[config.mk]
export PLATFORM = sky130hd
export DESIGN_NAME = dmem_arbiter
export DESIGN_NICKNAME = d
export VERILOG_FILES = /design/src/rtl/dmem_arbiter.sv
export SDC_FILE = /design/constraint.sdc
export NUM_CORES = 1
export LEC_CHECK = 0
export BUFFER_PORTS_ARGS = -buffer_cell sky130_fd_sc_hd__clkbuf_2
export CAP_MARGIN = 20
export CORE_AREA = 5 5 158 160
export DETAILED_ROUTE_END_ITERATION = 8
export DIE_AREA = 0 0 163 165
export HOLD_SLACK_MARGIN = 0.06
export PLACE_DENSITY = 0.54
export SETUP_SLACK_MARGIN = 0.2
export SLEW_MARGIN = 20
export SYNTH_ARGS = -nofsm -noshare
export SYNTH_HDL_FRONTEND = slang
export SYNTH_SLANG_ARGS = --single-unit
[constraint.sdc]
create_clock -name clk -period 3.4 [get_ports clk]
set_input_delay 0.34 -clock clk [delete_from_list [all_inputs] [get_ports clk]]
set_output_delay 0.34 -clock clk [all_outputs]
set_load 0.03 [all_outputs]
[src/rtl/dmem_arbiter.sv]
// ============================================================================
// dmem_arbiter
// ----------------------------------------------------------------------------
// Shares one single-port data memory between CORES requesters. Arbitration is
// round-robin, starting just after the most recently granted core. Only one
// access is in flight at a time. A write takes two cycles (IDLE, ACCESS). A
// read takes three cycles (IDLE, ACCESS, RDATA), because memory read data
// comes back one cycle after the strobe.
//
// Optional feature (macro DMEM_ARB_LOCK_EN):
//   A core that holds lock during its ACCESS cycle becomes the lock owner.
//   While lock[owner] stays high, only the owner's req is considered. The
//   owner is released in the first IDLE cycle where lock[owner] is low. In
//   the default build the lock input is ignored and no owner state exists.
//
// Parameters:
//   CORES   number of requesting cores (2..8)
//   ADDR_W  word-address width
//   DATA_W  data word width
//
// Ports:
//   clk        in   single clock, rising edge
//   reset_n    in   asynchronous active-low reset
//   req        in   [CORES]         per-core access request
//   we         in   [CORES]         per-core write enable (qualified by req)
//   addr       in   [CORES*ADDR_W]  per-core address, core i at [i*ADDR_W +: ADDR_W]
//   wdata      in   [CORES*DATA_W]  per-core write data, same packing
//   lock       in   [CORES]         per-core lock request (lock build only)
//   grant      out  [CORES]         one-hot pulse in the cycle the access issues
//   rvalid     out  [CORES]         one-hot pulse while read data is on rdata
//   rdata      out  [DATA_W]        shared read-return data, holds last value
//   mem_en     out  memory access strobe
//   mem_we     out  memory write enable
//   mem_addr   out  [ADDR_W]        memory address
//   mem_wdata  out  [DATA_W]        memory write data
//   mem_rdata  in   [DATA_W]        memory read data, valid one cycle after strobe
// ============================================================================
module dmem_arbiter #(
    parameter int CORES  = 4,
    parameter int ADDR_W = 32,
    parameter int DATA_W = 32
) (
    input  logic                    clk,
    input  logic                    reset_n,
    input  logic [CORES-1:0]        req,
    input  logic [CORES-1:0]        we,
    input  logic [CORES*ADDR_W-1:0] addr,
    input  logic [CORES*DATA_W-1:0] wdata,
    input  logic [CORES-1:0]        lock,
    output logic [CORES-1:0]        grant,
    output logic [CORES-1:0]        rvalid,
    output logic [DATA_W-1:0]       rdata,
    output logic                    mem_en,
    output logic                    mem_we,
    output logic [ADDR_W-1:0]       mem_addr,
    output logic [DATA_W-1:0]       mem_wdata,
    input  logic [DATA_W-1:0]       mem_rdata
);

    localparam int PTR_W = $clog2(CORES);
    localparam logic [PTR_W-1:0] PTR_RESET = PTR_W'(CORES - 1);

    typedef enum logic [1:0] {
        IDLE   = 2'd0,
        ACCESS = 2'd1,
        RDATA  = 2'd2
    } state_t;

    state_t           r_state;
    state_t           w_nextState;
    logic [PTR_W-1:0] r_ptr;
    logic [PTR_W-1:0] r_sel;
    logic [PTR_W-1:0] w_winner;
    logic [PTR_W-1:0] w_scanIdx;
    logic             w_anyReq;
    logic [CORES-1:0] w_reqMask;
    logic             r_memWe;
    logic [ADDR_W-1:0] r_memAddr;
    logic [DATA_W-1:0] r_memWdata;
    logic [DATA_W-1:0] r_rdata;

`ifdef DMEM_ARB_LOCK_EN
    logic [PTR_W-1:0] r_owner;
    logic             r_ownerValid;
    logic             w_ownerHold;

    // While the owner still asserts lock, everyone else is masked out. Once
    // lock drops, the mask opens in that same IDLE cycle.
    assign w_ownerHold = r_ownerValid && lock[r_owner];
    assign w_reqMask   = w_ownerHold ? (req & (CORES'(1) << r_owner)) : req;

    // The owner is captured when a locked access issues. It is released in
    // the first IDLE cycle that sees the owner's lock low.
    always_ff @(posedge clk or negedge reset_n) begin
        if (!reset_n) begin
            r_owner      <= '0;
            r_ownerValid <= 1'b0;
        end else if (r_state == ACCESS && lock[r_sel]) begin
            r_owner      <= r_sel;
            r_ownerValid <= 1'b1;
        end else if (r_state == IDLE && r_ownerValid && !lock[r_owner]) begin
            r_ownerValid <= 1'b0;
        end
    end
`else
    logic w_unusedLock;

    assign w_unusedLock = ^lock;
    assign w_reqMask    = req;
`endif

    // Round-robin scan: start at ptr+1 and wrap modulo CORES. The first
    // requester found wins.
    always_comb begin
        w_anyReq  = 1'b0;
        w_winner  = r_ptr;
        w_scanIdx = '0;
        for (int k = 1; k <= CORES; k++) begin
            w_scanIdx = PTR_W'((int'(r_ptr) + k) % CORES);
            if (!w_anyReq && w_reqMask[w_scanIdx]) begin
                w_anyReq = 1'b1;
                w_winner = w_scanIdx;
            end
        end
    end

    always_ff @(posedge clk or negedge reset_n) begin
        if (!reset_n) begin
            r_state <= IDLE;
        end else begin
            r_state <= w_nextState;
        end
    end

    // grant, rvalid and mem_en are decoded from the state. An asynchronous
    // reset therefore silences them immediately.
    always_comb begin
        w_nextState = r_state;
        grant       = '0;
        rvalid      = '0;
        mem_en      = 1'b0;
        rdata       = r_rdata;
        case (r_state)
            IDLE: begin
                if (w_anyReq) begin
                    w_nextState = ACCESS;
                end
            end
            ACCESS: begin
                mem_en      = 1'b1;
                grant       = CORES'(1) << r_sel;
                w_nextState = r_memWe ? IDLE : RDATA;
            end
            RDATA: begin
                rvalid      = CORES'(1) << r_sel;
                rdata       = mem_rdata;
                w_nextState = IDLE;
            end
            default: begin
                w_nextState = IDLE;
            end
        endcase
    end

    // The winner's request is latched when it is accepted in IDLE. ptr moves
    // only when the access actually issues. rdata keeps a copy of the last
    // returned word.
    always_ff @(posedge clk or negedge reset_n) begin
        if (!reset_n) begin
            r_sel      <= '0;
            r_ptr      <= PTR_RESET;
            r_memWe    <= 1'b0;
            r_memAddr  <= '0;
            r_memWdata <= '0;
            r_rdata    <= '0;
        end else begin
            if (r_state == IDLE && w_anyReq) begin
                r_sel      <= w_winner;
                r_memWe    <= we[w_winner];
                r_memAddr  <= addr[int'(w_winner) * ADDR_W +: ADDR_W];
                r_memWdata <= wdata[int'(w_winner) * DATA_W +: DATA_W];
            end
            if (r_state == ACCESS) begin
                r_ptr <= r_sel;
            end
            if (r_state == RDATA) begin
                r_rdata <= mem_rdata;
            end
        end
    end

    assign mem_we    = r_memWe;
    assign mem_addr  = r_memAddr;
    assign mem_wdata = r_memWdata;

endmodule

==> qor.yml, run 1 <==
outcome: "finished clean"
drc_errors: 0
vias_per_cell: 4.401
cp_cell_sequence: "or2b_2 > o21ai_2 > a221oi_4 > buf_12 > mux2i_1 > o221ai_1"
start_util: 0.2446
clock_sinks: 103
critPathLaunchType: "flip-flop"
place.gp.congestion: 0.8171
final_area_mm2: 0.008134
synth-seq-cells: 103
ys_seq_area_frac: 0.4535
p_int_mw: 4.064
track_usage: 0.1428
syn_nets: 844
slew_viol_final: 0
rsz0062_at_grt: "no"
reg2reg_from: "r_ptr[0]"
synth-async-reset-ratio: 1.000
finalSetupTns_ns: 0
r2r_slack_ns: 1.12
maxCapViolations: 0
hold_viol_final: 0
first_pass_iters: 4
io_pins: 408
cp_data_required_time_ns: 3.61
placedInstanceArea_mm2: 0.007834
power_density_mw_per_mm2: 1010
final.min_clock_period_ns: 2.278
min_path_type: "input pin to async pin"
port_buffers: 403
max_stage_delay_ns: 0.57
core_region_area_mm2: 0.02326
worst-path-stages: 6
setup_slack_ns: 1.122
layout_common_cells: "clkbuf_2 (402), nand2_1 (164), mux2i_1 (130)"
clkLatencyLatePin_ns: 0.35
dp.cells: 1228
layout.cells.non_filler: 1244
endpoint_kind: "flip-flop"
drtAntennaViolNets: 0
worst_pin_slew_ns: 0.7752
syn-instance-count: 542
die_w_um: 163
crit_arrival_ns: 2.49
min_period_over_period: 0.6700
ctsHoldBuffers: 0
syn2layout_area_growth_pct: 42.97
grt_pass1_vias: 5700
power_switching_share: 0.5053
p_leak_nw: 4.594
critical_path_class: "flip-flop to flip-flop"
cp_top_family: "flip-flops"
avgSynthCellArea_um2: 10.50
antenna_found_initial: 0
vias: 5475
grt_overflow_total: 0
clk_pin_slew_ns: 0.08
crit_slowest_cell: "dfstp_2"
die_h_um: 165
synthDistinctLibCells: 26
wire_per_inst_um: 16.41
worst_r2r_path_depth: 6
pwr-share-seq: 0.265
num_rows: 56
power_frac_comb: 0.606
cp_max_fo: 68
cts_tree: "built"
holdWs_ns: 0.03281
final_nets: 1222
yosys-top-cells-area: "dfrtp_1 (44%), mux2i_1 (23%), nand2_1 (11%)"
p_sw_mw: 4.152
path_buf_inv: 1
cts_made_buffers: 9
hpwl_um: 15750
skew_ns: 0.01201
yosysTopAreaCell: "dfrtp_1"
layout-drive-gt1-share: 0.4768
syn-cell-area_mm2: 0.005689
antenna_cells: 0
fmax_mhz: 439.0
clockBufferDepth: 2
dp_slack_ns: 1.105
die_area_mm2: 0.02690
synth_edf_count: 0
vdd_ir_drop_max_mv: 0.5814
cts-htree-levels: 3
final_common_cell: "clkbuf_2"
synth_flop_cell: "dfrtp_1"
synth_top_cell_area_share: 0.4442
yosys_warnings: 0
drt-initial-drc-count: 149
max_slew_margin: 0.4832
timing.rr.end: "mem_addr[24]"
ctsRootBufferMaster: "clkbuf_16"
grt_max_degree: 104
post_cts_buffers: 0
power_frac_clock: 0.129
postCtsResizedCells: 0
finalSetupViolations: 0
grt_pass1_wl_um: 30300
finalWirelength_um: 20420
==> per-layer routing <==
layer  global-route usage  wire (um)
met5                    0          0
met4              0.04346        410
met3              0.03743       1509
met2               0.2638      10710
met1               0.1608       7788
==> power by group through the flow <==
stage | Clock, mW | Combinational [mW] | Sequential [mW]
2_1_floorplan | 0 | 3.16 | 2.89
3_3_place_gp | 0 | 5.05 | 2.19
3_5_place_dp | 0 | 5.09 | 2.20
4_1_cts | 1.11 | 5.08 | 2.18
5_1_grt | 1.16 | 5.38 | 2.25
6_report | 1.06 | 4.98 | 2.18
==> metrics by stage <==
stage,total power [mW],utilization
finish,8.216,0.3497
CTS,8.371,0.3497
detailed placement,7.283,0.3368
floorplan,6.046,-
global placement,7.237,0.3368
global route,8.787,0.3497
==> how the worst max path moves through the flow <==
| stage | end | slack, ns | start |
|---|---|---|---|
| finish | mem_addr[24] | 1.12 | r_ptr[0] |
| global route | mem_addr[17] | 0.97 | r_ptr[0] |
| CTS | mem_addr[17] | 1.09 | r_ptr[0] |
| detailed placement | mem_addr[17] | 1.10 | r_ptr[0] |
| global placement | mem_addr[0] | 1.15 | r_ptr[0] |
| floorplan | rvalid[0] | 1.52 | r_state[0] |
==> kinds of logic after synthesis <==
logic type | synth area share
AND/OR/NAND/NOR | 0.1302
multiplexers | 0.2327
flip-flops | 0.4535
AO/OA/AOI/OAI | 0.1113
buffers and inverters | 0.07235
==> state kept, by name, indices dropped and copies added, names as in the netlist <==
name / count
mem_addr: 32
mem_wdata: 32
r_rdata: 32
r_ptr: 2
r_sel: 2
r_state: 2
mem_we: 1
==> synthesized netlist by cell type (4+ instances only) <==
| cell type | number |
|---|---|
| buf_12 | 10 |
| nand2b_1 | 6 |
| o221ai_1 | 65 |
| clkbuf_1 | 24 |
| buf_2 | 7 |
| bufbuf_8 | 4 |
| nor2_1 | 8 |
| nand2_1 | 165 |
| dfrtp_1 | 101 |
| mux2i_1 | 130 |
==> area by class of cell <==
| class | instances | area (um^2) |
|---|---|---|
| Inverter | 3 | 11.26 |
| Timing Repair Buffer | 412 | 2137 |
| Fill cell | 2443 | 15130 |
| Clock inverter | 7 | 75.07 |
| Clock buffer | 9 | 225.2 |
| Multi-Input combinational cell | 391 | 2706 |
| Sequential cell | 103 | 2580 |
| Tap cell | 319 | 399.1 |
(Power assumes the default switching activity.)
==> run 2: changes to the inputs <==
Settings changed: ABC_AREA set to 1, CORE_AREA 5 5 158 160 to 5 5 154 156, DIE_AREA 0 0 163 165 to 0 0 159 161, PLACE_DENSITY 0.54 to 0.62.
Clock period 3.4 ns to 2.15 ns, I/O delays scaled along.
==> run 2 against run 1 <==
Against the previous run: the run now ends with setup timing left; clock skew rose by 0.0013 ns; sequential cell count did not move; combinational power rose to 3.8 times the previous value; clock-buffer cell count did not move; via count rose by 50%; critical path type unchanged; clock power rose by 59%.
==> qor.yml, run 2 <==
yosys_warnings: 0  # unchanged
yosysTopAreaCell: "dfrtp_1"  # unchanged
die_w_um: 159  # was 163 um
cp_common_cell: "nand2_1"
syn-cell-area_mm2: 0.006903  # was 0.005689 mm^2
power_frac_comb: 0.783  # was 0.606
clockBufferDepth: 2  # unchanged
rsz0062_at_grt: "yes"  # was no
start_util: 0.3106  # was 0.2446
avgSynthCellArea_um2: 6.500  # was 10.50 um^2
port_buffers: 403  # unchanged
max_slew_margin: 0.6363  # was 0.4832
power_density_mw_per_mm2: 2331  # was 1010 mW/mm^2
finalWirelength_um: 28450  # was 20,420 um
synth-async-reset-ratio: 1.000  # unchanged
cp_cell_sequence: "inv_4 > nand2_2 > nand2_4 > nand2_1 > nand2_2 > inv_4 > nand3_1 > nand3_1 > nand2_4 > buf_12 > buf_12 > nand2_1 > nand2_1 > nand2_1 > nand2_1"  # was or2b_2 > o21ai_2 > a221oi_4 > buf_12 > mux2i_1 > o221ai_1
final_common_cell: "nand2_1"  # was clkbuf_2
cts-htree-levels: 3  # unchanged
power_switching_share: 0.5387  # was 0.5053
violations: "setup timing"
crit_slowest_cell: "dfstp_2"  # unchanged
yosysMostFrequentCell: "nand2_1"  # unchanged
outcome: "finished with violations"  # was finished clean
synth_flop_cell: "dfrtp_1"  # unchanged
first_pass_iters: 5  # was 4
cts_tree: "built"  # unchanged
min_period_over_period: 1.027  # was 0.6700
syn_nets: 1364  # was 844
cp_max_fo: 21  # was 68
final.min_clock_period_ns: 2.207  # was 2.278 ns
synthDistinctLibCells: 20  # was 26
vias: 8194  # was 5,475
setup_slack_ns: -0.05744  # was 1.122 ns
drc_errors: 0  # unchanged
synth_top_cell_area_share: 0.3661  # was 0.4442
pwr-share-seq: 0.147  # was 0.265
ctsRootBufferMaster: "clkbuf_16"  # unchanged
yosys-top-cells-area: "dfrtp_1 (37%), nand2_1 (27%), nand3_1 (16%)"  # was dfrtp_1 (44%), mux2i_1 (23%), nand2_1 (11%)
track_usage: 0.2065  # was 0.1428
synth_common_cells: "nand2_1 (502), nand3_1 (223), dfrtp_1 (101)"  # was nand2_1 (165), mux2i_1 (130), dfrtp_1 (101)
place.gp.congestion: 0.8712  # was 0.8171
layout_common_cells: "nand2_1 (465), clkbuf_2 (388), nand3_1 (212)"  # was clkbuf_2 (402), nand2_1 (164), mux2i_1 (130)
vias_per_cell: 4.677  # was 4.401
cts_made_buffers: 9  # unchanged
finalSetupTns_ns: -0.3978  # was 0 ns
cp_top_family: "simple AND/OR/NAND/NOR gates"  # was flip-flops
cp_data_required_time_ns: 2.39  # was 3.61 ns
multi_input_area_mm2: 0.003801  # was 0.002706 mm^2
drtAntennaViolNets: 0  # unchanged
wire_per_inst_um: 16.24  # was 16.41 um
antenna_cells: 0  # unchanged
regArea_mm2: 0.002580  # unchanged
core_region_area_mm2: 0.02223  # was 0.02326 mm^2
p_leak_nw: 6.265  # was 4.594 nW
dp_slack_ns: -0.03760  # was 1.105 ns
min_path_type: "input pin to flip-flop"  # was input pin to async pin
clock_sinks: 103  # unchanged
critical_path_class: "flip-flop to flip-flop"  # unchanged
fmax_mhz: 453.0  # was 439.0 MHz
holdWs_ns: 0.09989  # was 0.03281 ns
synth-seq-cells: 103  # unchanged
synth_edf_count: 0  # unchanged
critPathLaunchType: "flip-flop"  # unchanged
final_nets: 1764  # was 1,222
syn-instance-count: 1062  # was 542
p_int_mw: 11.12  # was 4.064 mW
clkLatencyLatePin_ns: 0.35  # about the same
drt-initial-drc-count: 517  # was 149
path_buf_inv: 4  # was 1
slew_viol_final: 0  # unchanged
layout-drive-gt1-share: 0.3920  # was 0.4768
num_rows: 55  # was 56
antenna_found_initial: 1  # was 0
max_stage_delay_ns: 0.64  # was 0.57 ns
worst_pin_slew_ns: 0.5456  # was 0.7752 ns
die_h_um: 161  # was 165 um
ys_seq_area_frac: 0.3738  # was 0.4535
crit_arrival_ns: 2.45  # was 2.49 ns
p_sw_mw: 12.99  # was 4.152 mW
grt_max_degree: 59  # was 104
hpwl_um: 20910  # was 15,750 um
finalSetupViolations: 28  # was 0
skew_ns: 0.01332  # was 0.01201 ns
grt_overflow_total: 0  # unchanged
syn2layout_area_growth_pct: 49.85  # was 42.97%
power_frac_clock: 0.070  # was 0.129
maxCapViolations: 0  # unchanged
nFillCells: 2400  # was 2,443
endpoint_kind: "flip-flop"  # unchanged
die_area_mm2: 0.02560  # was 0.02690 mm^2
io_pins: 408  # unchanged
hold_viol_final: 0  # unchanged
grt_pass1_wl_um: 43270  # was 30,300 um
clk_pin_slew_ns: 0.08  # about the same
vdd_ir_drop_max_mv: 0.9980  # was 0.5814 mV
grt_pass1_vias: 7993  # was 5,700
## run 2: cell count changes after synthesis, moves of 5 or more
cell      change
nand2_2      +10
nand2_1     +337
buf_4        +14
buf_2        +35
mux2i_1     -130
o221ai_1     -65
nand3_1     +223
inv_1        +91
o21ai_0       +5
clkbuf_1     -13
mux2_2       +30
buf_12       -10
nand2b_1      -6
## run 2: final timing paths
kind | startpoint | to | slack [ns] | depth (start not counted)
worst min register to register | mem_we | r_state[1] | 0.46 | 1
worst min-delay path | mem_rdata[18] | r_rdata[18] | 0.1 | 2
max in group asynchronous | reset_n | mem_wdata[26] | 1.09 | 3
worst max-delay path | r_ptr[0] | mem_addr[31] | -0.06 | 15
worst max register to register | r_ptr[0] | mem_addr[31] | -0.06 | 15
min in group asynchronous | reset_n | r_rdata[21] | 0.39 | 2
## run 2: timing repair
item                                   4_1_cts  5_1_grt
gates resized for setup                     70       43
buffers inserted                             7        6
endpoints found under the hold margin       36        0
hold buffers                                 1        0
setup endpoints to repair                   66       82
gates cloned                                 4        5
pin swaps                                   21        3
## run 2: kinds of logic (layout without fill, tap and decap cells)
kind of cell,after synthesis,count (layout),share of synthesized area
simple gates,751,751,0.4566
mux,32,32,0.05220
flops,103,103,0.3738
buf+inv,168,573,0.1117
compound gates,8,8,0.005800
## run 2: metrics by stage
| stage | utilization | total power [mW] | instances | instance area (um^2) |
|---|---|---|---|---|
| after floorplan | - | 14.75 | 1062 | 6903 |
| after global placement | 0.4200 | 19.66 | 1713 | 9335 |
| after detailed placement | 0.4200 | 19.82 | 1713 | 9335 |
| after CTS | 0.4531 | 23.35 | 1741 | 10070 |
| after global routing | 0.4654 | 26.25 | 1752 | 10340 |
| final | 0.4654 | 24.12 | 1752 | 10340 |
## run 2: routing by layer
layer  global-route usage  vias to the layer above  share of wire
li1                     -                     4114              -
met1               0.2667                     3767           0.41
met2               0.3578                      275           0.51
met3              0.04210                       36          0.059
met4              0.04653                        2          0.021
met5                    0                        -        0.00046
## run 2: power groups by stage
| stage | Sequential (mW) | Combinational, mW | Clock (mW) |
|---|---|---|---|
| after floorplan | 4.67 | 10.1 | 0 |
| after global placement | 3.53 | 16.1 | 0 |
| after detailed placement | 3.56 | 16.3 | 0 |
| after CTS | 3.53 | 18.1 | 1.74 |
| after global routing | 3.66 | 20.8 | 1.81 |
| final | 3.55 | 18.9 | 1.69 |
## run 2: area by class of cell
type | count | share of cell area
Sequential cell | 103 | 0.2494
Clock buffer | 9 | 0.02177
Inverter | 97 | 0.03641
Multi-Input combinational cell | 791 | 0.3675
Tap cell | 285 | 0.03447
Timing Repair Buffer | 460 | 0.2821
Clock inverter | 7 | 0.008346
